`config.mk`:
```
export PLATFORM = sky130hd
export DESIGN_NAME = root_5_sequential
export DESIGN_NICKNAME = d
export VERILOG_FILES = /design/src/rtl/root_5_sequential.sv
export SDC_FILE = /design/constraint.sdc
export NUM_CORES = 1
export LEC_CHECK = 0
export CELL_PAD_IN_SITES_DETAIL_PLACEMENT = 0
export CELL_PAD_IN_SITES_GLOBAL_PLACEMENT = 1
export CORE_ASPECT_RATIO = 0.5
export CORE_MARGIN = 2
export CORE_UTILIZATION = 41
export DETAILED_ROUTE_END_ITERATION = 8
export HOLD_SLACK_MARGIN = 0.02
export PLACE_DENSITY_LB_ADDON = 0.1
export RECOVER_POWER = 50
export SLEW_MARGIN = 15
export SYNTH_ARGS = -nofsm -noshare
export SYNTH_HDL_FRONTEND = slang
export SYNTH_SLANG_ARGS = --single-unit
```
`constraint.sdc`:
```
create_clock -name clock -period 5.3 [get_ports clock]
set_input_delay 1.06 -clock clock [delete_from_list [all_inputs] [get_ports clock]]
set_output_delay 1.06 -clock clock [all_outputs]
set_load 0.05 [all_outputs]
```
`src/rtl/root_5_sequential.sv`:
```
// root_5_sequential: multi-cycle integer fifth root, floor(x^(1/5)).
// The root is resolved one bit per trial, MSB first. Each trial raises the
// candidate to the fifth power with four multiplies on one shared
// multiplier and keeps the bit if cand^5 <= x. Latency is fixed at
// 5*ROOT_W edges from the accepting edge to the DONE state.
//
// Handshake: run is sampled on each rising edge. It is accepted in IDLE and
// in DONE, where it is also the back-to-back restart. It is ignored while
// busy. ready is a one-cycle pulse in DONE. root holds its value until the
// next accepted run.
module root_5_sequential #(
    parameter int WIDTH = 18
) (
    input  logic             clock,
    input  logic             reset,
    input  logic             run,
    input  logic [WIDTH-1:0] x,
    output logic             busy,
    output logic             ready,
    output logic [WIDTH-1:0] root,
    output logic [1:0]       state_dbg
);

    localparam int ROOT_W = (WIDTH + 4) / 5;
    localparam int BIT_W  = (ROOT_W > 1) ? $clog2(ROOT_W) : 1;
    localparam int PROD_W = WIDTH + ROOT_W;

    typedef enum logic [1:0] {
        S_IDLE = 2'd0,
        S_TRY  = 2'd1,
        S_MUL  = 2'd2,
        S_DONE = 2'd3
    } state_t;

    state_t            state;
    logic [WIDTH-1:0]  r_x;
    logic [WIDTH-1:0]  p;
    logic [ROOT_W-1:0] root_r;
    logic [ROOT_W-1:0] cand;
    logic [BIT_W-1:0]  bit_idx;
    logic              over;
    logic [1:0]        mcnt;

    logic [ROOT_W-1:0] cand_try;
    logic [PROD_W-1:0] prod;
    logic              prod_over;
    logic              over_next;

    // Candidate for the current bit, and the shared multiply with its
    // overflow test. p is kept at or below r_x while !over, so prod always
    // fits in WIDTH+ROOT_W bits.
    always_comb begin
        cand_try  = root_r | (ROOT_W'(1) << bit_idx);
        prod      = PROD_W'(p) * PROD_W'(cand);
        prod_over = (prod > PROD_W'(r_x));
        over_next = over | prod_over;
    end

    assign root      = {{(WIDTH-ROOT_W){1'b0}}, root_r};
    assign state_dbg = state;

    // Control FSM and datapath registers; busy/ready are registered.
    always_ff @(posedge clock or posedge reset) begin
        if (reset) begin
            state   <= S_IDLE;
            r_x     <= '0;
            p       <= '0;
            root_r  <= '0;
            cand    <= '0;
            bit_idx <= '0;
            over    <= 1'b0;
            mcnt    <= 2'd0;
            busy    <= 1'b0;
            ready   <= 1'b0;
        end else begin
            case (state)
                S_IDLE: begin
                    ready <= 1'b0;
                    if (run) begin
                        r_x     <= x;
                        root_r  <= '0;
                        bit_idx <= BIT_W'(ROOT_W - 1);
                        busy    <= 1'b1;
                        state   <= S_TRY;
                    end
                end
                S_TRY: begin
                    cand  <= cand_try;
                    p     <= {{(WIDTH-ROOT_W){1'b0}}, cand_try};
                    over  <= 1'b0;
                    mcnt  <= 2'd0;
                    state <= S_MUL;
                end
                S_MUL: begin
                    // Once over is set, p is frozen and later products are
                    // don't-care; the sticky flag alone decides the bit.
                    if (!over && !prod_over) begin
                        p <= prod[WIDTH-1:0];
                    end
                    over <= over_next;
                    mcnt <= mcnt + 2'd1;
                    if (mcnt == 2'd3) begin
                        if (!over_next) begin
                            root_r[bit_idx] <= 1'b1;
                        end
                        if (bit_idx == '0) begin
                            busy  <= 1'b0;
                            ready <= 1'b1;
                            state <= S_DONE;
                        end else begin
                            bit_idx <= bit_idx - BIT_W'(1);
                            state   <= S_TRY;
                        end
                    end
                end
                S_DONE: begin
                    ready <= 1'b0;
                    if (run) begin
                        r_x     <= x;
                        root_r  <= '0;
                        bit_idx <= BIT_W'(ROOT_W - 1);
                        busy    <= 1'b1;
                        state   <= S_TRY;
                    end else begin
                        state <= S_IDLE;
                    end
                end
                default: begin
                    state <= S_IDLE;
                end
            endcase
        end
    end

endmodule

```
== Yosys cells after proc, flatten, opt, wreduce, memory -nomap -nowiden ==
Index checks and enable logic that the tools add are counted.

* Memory bits (writable): 0
* Output and inout bits: 22
* Register bits: 53
* Memories kept: 0
* Bits in read-only memories: 0
* Input port bits: 21
* Logic and storage cells: 73
* Bits in latches: 0

* Equality and inequality tests: 11
* Div/mod/pow operators: 0
* $mul: 1
* $lt $le $gt $ge: 3
* Multiplexer cells: 26
* Shift-type cells: 1
* Add/subtract/negate cells: 2
* Bitwise logic cells: 3
* Reductions and logical operators: 16

{| class="wikitable"
|+ Operators by type and width
! kind !! count
|-
| $pmux 18 s2 || 1
|-
| $gt 22x18->1 || 1
|-
| $mul 18x4->22 || 1
|-
| $mux 18 || 1
|-
| $mux 2 || 6
|-
| $mux 4 || 3
|-
| $ne 2x2->1 const B || 6
|-
| $reduce_and 4->1 || 3
|-
| $or 4x4->4 || 2
|-
| $pmux 2 s2 || 2
|-
| $pmux 2 s4 || 1
|-
| $pmux 4 s2 || 1
|-
| $mux 1 || 7
|-
| $eq 2x2->1 const B || 3
|-
| $pmux 1 s2 || 3
|-
| $reduce_and 2->1 || 3
|-
| $logic_not 2->1 || 2
|-
| $reduce_bool 2->1 || 2
|-
| $shl 1x2->4 const A || 1
|-
| $lt 2x3->1 const B || 1
|-
| $reduce_and 3->1 || 1
|-
| $add 2x1->2 const B || 1
|-
| $demux 1 s2 || 1
|-
| $eq 2x1->1 const B || 1
|-
| 7 further kinds || 9
|}

== Depth between registers and ports, before layout ==
* Depth in word-level cells: 8
* Gate-level depth with buffers: 25

== Least setup slack after synthesis ==
OpenSTA, ideal clock, no wires.

* Path kind: register to register
* Start: register cand[3]
* End: register p[1]
* Setup time: 0.126 ns
* Cell stages (with the launch flop): 26
* Clock period less this slack: 5.571 ns
* Setup slack: -0.271 ns
* Required time: 5.174 ns
* Arrival: 5.444 ns
* Cell sequence: dfrtp_1 > clkbuf_1 > and2_1 > fa_1 > inv_1 > fa_1 > inv_1 > ha_1 > a21o_1 > a31o_2 > o211ai_1 > nand3b_1 > a21o_1 > a21oi_1 > xnor2_1 > ha_1 > nand2_1 > nor2_1 > a211oi_1 > o21ai_0 > a221oi_2 > o221ai_2 > or2_1 > buf_6 > buf_6 > a311o_1

* Word-level cells in the longest chain between the ends: 6

{| class="wikitable"
|+ RTL lines
! item !! line !! RTL
|-
| from (decl) || 39 || <nowiki>logic [ROOT_W-1:0] cand;</nowiki>
|-
| from (signal assigned) || 88 || <nowiki>cand <= cand_try;</nowiki>
|-
| $mul 18x4->22 || 54 || <nowiki>prod = PROD_W'(p) * PROD_W'(cand);</nowiki>
|-
| $gt 22x18->1 || 55 || <nowiki>prod_over = (prod > PROD_W'(r_x));</nowiki>
|-
| $logic_not 1->1 || 97 || <nowiki>if (!over && !prod_over) begin</nowiki>
|-
| $logic_and 1x1->1 || 97 ||
|-
| $ne 2x2->1 (no line) || - ||
|-
| $reduce_and 2->1 (no line) || - ||
|-
| to (signal assigned) || 89 || <nowiki>p <= {{(WIDTH-ROOT_W){1'b0}}, cand_try};</nowiki>
|-
| to (signal assigned) || 98 || <nowiki>p <= prod[WIDTH-1:0];</nowiki>
|-
| to (decl) || 37 || <nowiki>logic [WIDTH-1:0] p;</nowiki>
|}

No other way between the ends.
A chain may end at the register's enable or synchronous reset.

== Worst setup path in the final report ==
* Start: register cand[1]
* End: register p[6]

* Word-level cells in the longest chain between the ends: 6

{| class="wikitable"
|+ RTL lines
! item !! line
|-
| $mul 18x4->22 * || 54
|-
| $gt 22x18->1 || 55
|-
| $logic_not 1->1 || 97
|-
| $logic_and 1x1->1 || 97
|-
| $ne 2x2->1 (no line) || -
|-
| $reduce_and 2->1 (no line) || -
|}

Every way passes the cells marked *; elsewhere a longest branch is shown, timed or not. The select of a mux whose other input is x is not followed.

==> out/qor.txt <==
outcome - finished with violations
violations in the final reports - capacitance limit, slew limit, setup timing
Crit Path Category - register to register
Synth Instances - 621
R2R depth - 25
Pre-Repair DR Iteration Count - 4
# setup viols final - 23
multi-input logic area - 3820 sq um
Rel. slew slack - -1.09
die width - 166 um
Tmin final - 5.66 ns
Final Instance Area - 6920 sq um
DR WL/cell - 16.0 um
PortBufs - 28
Die ar. - 14100 sq um
setup ws final - -0.356 ns
FILL cells - 1222
Clock Latency Late Sink - 0.30 ns
n_diodes - 0
final hold vios - 0
GRT overflow - 0
commonest non-fill, non-tap cells in the layout - 82 x inv_1, 81 x buf_4, 63 x nand2_1, 53 x and2_1, 52 x ha_1
ys flop type - dfrtp_1
vias - 4663
DRC violations left - 0
synthesized area per cell - 8.63 sq um
CTS Root Cell - clkbuf_16
Via density - 5.17
Clock Path Buffers - 2
final wirelength - 14400 um
Final #Nets - 839
RSZ-0062 raised after global routing - true
placed cells - 873
fraction of registers with async set/reset - 1.00
Final period util - 1.07
hold buffers post-CTS - 0
Netlist cell types - 56
Mapped Area - 5360 sq um
Initial Util - 0.422
Critical Path RT - 5.54 ns
Placed Area - 6310 sq um
Max Used Layer - met4
leading area contributor after synthesis - dfrtp_1
synth warn - 0
die height - 84.9 um
post-route ant nets - 0
worst-margin pin slew - 3.14 ns
Starting DRT DRC Count - 164
VDD IR max - 0.641 mV
vias in the first global route - 4739
top cells by area, synth - dfrtp_1 25%, ha_1 13%, fa_1 12%
met3 wire len - 558 um
EDFF count, synth - 0
gr usage total - 0.212
CP Data Arrival Time - 5.89 ns
Setup crit end kind - register
Final Util - 0.545
global-route wire length before repair - 24200 um
fin. max-slew vios - 54
Clock Skews - 0.00664 ns
Layout area overhead - 29.0%
area of the core - 12700 sq um
H-Tree Depth - 2
met2 wire len - 6610 um
initial antenna violation count - 0
largest net degree at the start of global routing - 54
gpl congestion - 0.827
DP Wirelength - 10700 um
met1 WL - 7220 um
hold crit path type - register to register
Seq/Total Area, Yosys - 0.247
Pwr Density - 519 nW/um^2
TritonCTS clock tree - built
commonest non-fill, non-tap cell in the layout - inv_1
clock sink count - 53
io pins - 43
Min Hold Slack - 0.499 ns
Yosys top cell area share - 0.247
share of cells above drive strength 1 - 0.220
Worst Path Max Fanout - 6
register area - 1330 sq um
Max Fclk - 0.177 GHz
Synth Register Bits - 53
Non-Filler Instances - 902
pre-CTS setup slack - -0.507 ns
hold path cells - 1
CTS buffer count - 5
startpoint types - register
Clock transition at path regs - 0.08 ns
Leak Pwr - 3.44 nW
max-cap viol count - 1
Site Rows - 29
==> registers in the layout (all words and copies together), names as in the netlist <==
register,flops
over,1
r_x,18
state_dbg,2
cand,4
ready,1
busy,1
bit_idx,2
p,18
mcnt,2
root_r,4
==> Yosys cell counts, types with 5 or more instances <==
master,instances
a211oi_1,5
a21o_1,11
a21oi_1,33
a221o_1,9
a311o_1,8
and2_1,57
buf_4,14
clkbuf_1,16
dfrtp_1,53
fa_1,32
ha_1,55
inv_1,85
nand2_1,65
nand2b_1,5
nand3_1,9
nor2_1,30
nor2b_1,18
nor3_1,5
nor4b_1,8
o21ai_0,32
xnor2_1,8
xor2_1,7
==> layer usage <==
metal	GRT usage	vias to the layer above
met3	0.0266	7
met2	0.357	91
met4	0.0190	0
li1	-	2272
met1	0.306	2293
met5	0	-
==> critical path: stages, from the launching register on <==
cell and delay [ns]:
dfrtp_2 0.41, buf_6 0.13, and2_4 0.15, fa_1 0.49, inv_2 0.05, fa_1 0.54, inv_2 0.05, ha_4 0.24
a21o_1 0.18, a31o_4 0.23, o211ai_1 0.31, nand3b_1 0.15, a21o_1 0.19, a21oi_2 0.14, xnor2_1 0.16, ha_1 0.29
nand2_2 0.08, nor2_2 0.04, a211oi_2 0.24, o2111ai_2 0.16, a221oi_2 0.31, o221ai_2 0.17, buf_6 0.17, buf_12 0.13
nor4b_1 0.40, a311o_1 0.18
==> power breakdown <==
group | switching, W | leakage, nW | total [W] | internal (W)
Combinational | 0.00141 | 2.71 | 0.00259 | 0.00117
Clock | 0.000165 | 0.0631 | 0.000341 | 0.000176
Sequential | 0.000117 | 0.670 | 0.000663 | 0.000546
==> worst paths after layout <==
kind | start | to | slack [ns]
worst max register to register | cand[1]$_DFFE_PP0N_ | p[6]$_DFFE_PP0P_ | -0.36
min in group asynchronous | reset | ready$_DFFE_PP0P_ | 2.41
worst max-delay path | cand[1]$_DFFE_PP0N_ | p[6]$_DFFE_PP0P_ | -0.36
worst min-delay path | mcnt[0]$_DFFE_PP0P_ | mcnt[0]$_DFFE_PP0P_ | 0.50
max in group asynchronous | reset | cand[2]$_DFFE_PP0N_ | 0.89
worst min register to register | mcnt[0]$_DFFE_PP0P_ | mcnt[0]$_DFFE_PP0P_ | 0.50
==> final cells by class <==
| type | instances | share of cell area |
|---|---|---|
| Clock buffer | 6 | 0.0186 |
| Clock inverter | 2 | 0.00217 |
| Inverter | 85 | 0.0461 |
| Multi-Input combinational cell | 462 | 0.552 |
| Sequential cell | 53 | 0.193 |
| Tap cell | 170 | 0.0308 |
| Timing Repair Buffer | 124 | 0.158 |
==> metrics by stage <==
| step | power (W) | TNS [ns] |
|---|---|---|
| 2_1_floorplan | 0.00203 | 0 |
| 3_3_place_gp | 0.00278 | -10.50 |
| 3_5_place_dp | 0.00281 | -10.35 |
| 4_1_cts | 0.00342 | -4.03 |
| 5_1_grt | 0.00393 | -13.12 |
| 6_report | 0.00359 | -6.73 |
==> what timing repair did <==
item / CTS / global route
setup buffers: 17 / 1
resized for setup: 47 / 19
gates cloned: 0 / 3
pin swaps: 19 / 8
endpoints found under the setup margin: 23 / 23
==> cell families after synthesis <==
group / share of synthesized area
buf+inv: 0.0962
compound gates: 0.170
other cells: 0.000700
mux: 0.00607
flops: 0.247
xor+xnor: 0.0245
fa+ha+maj: 0.248
simple gates: 0.208
(Power assumes the default switching activity.)
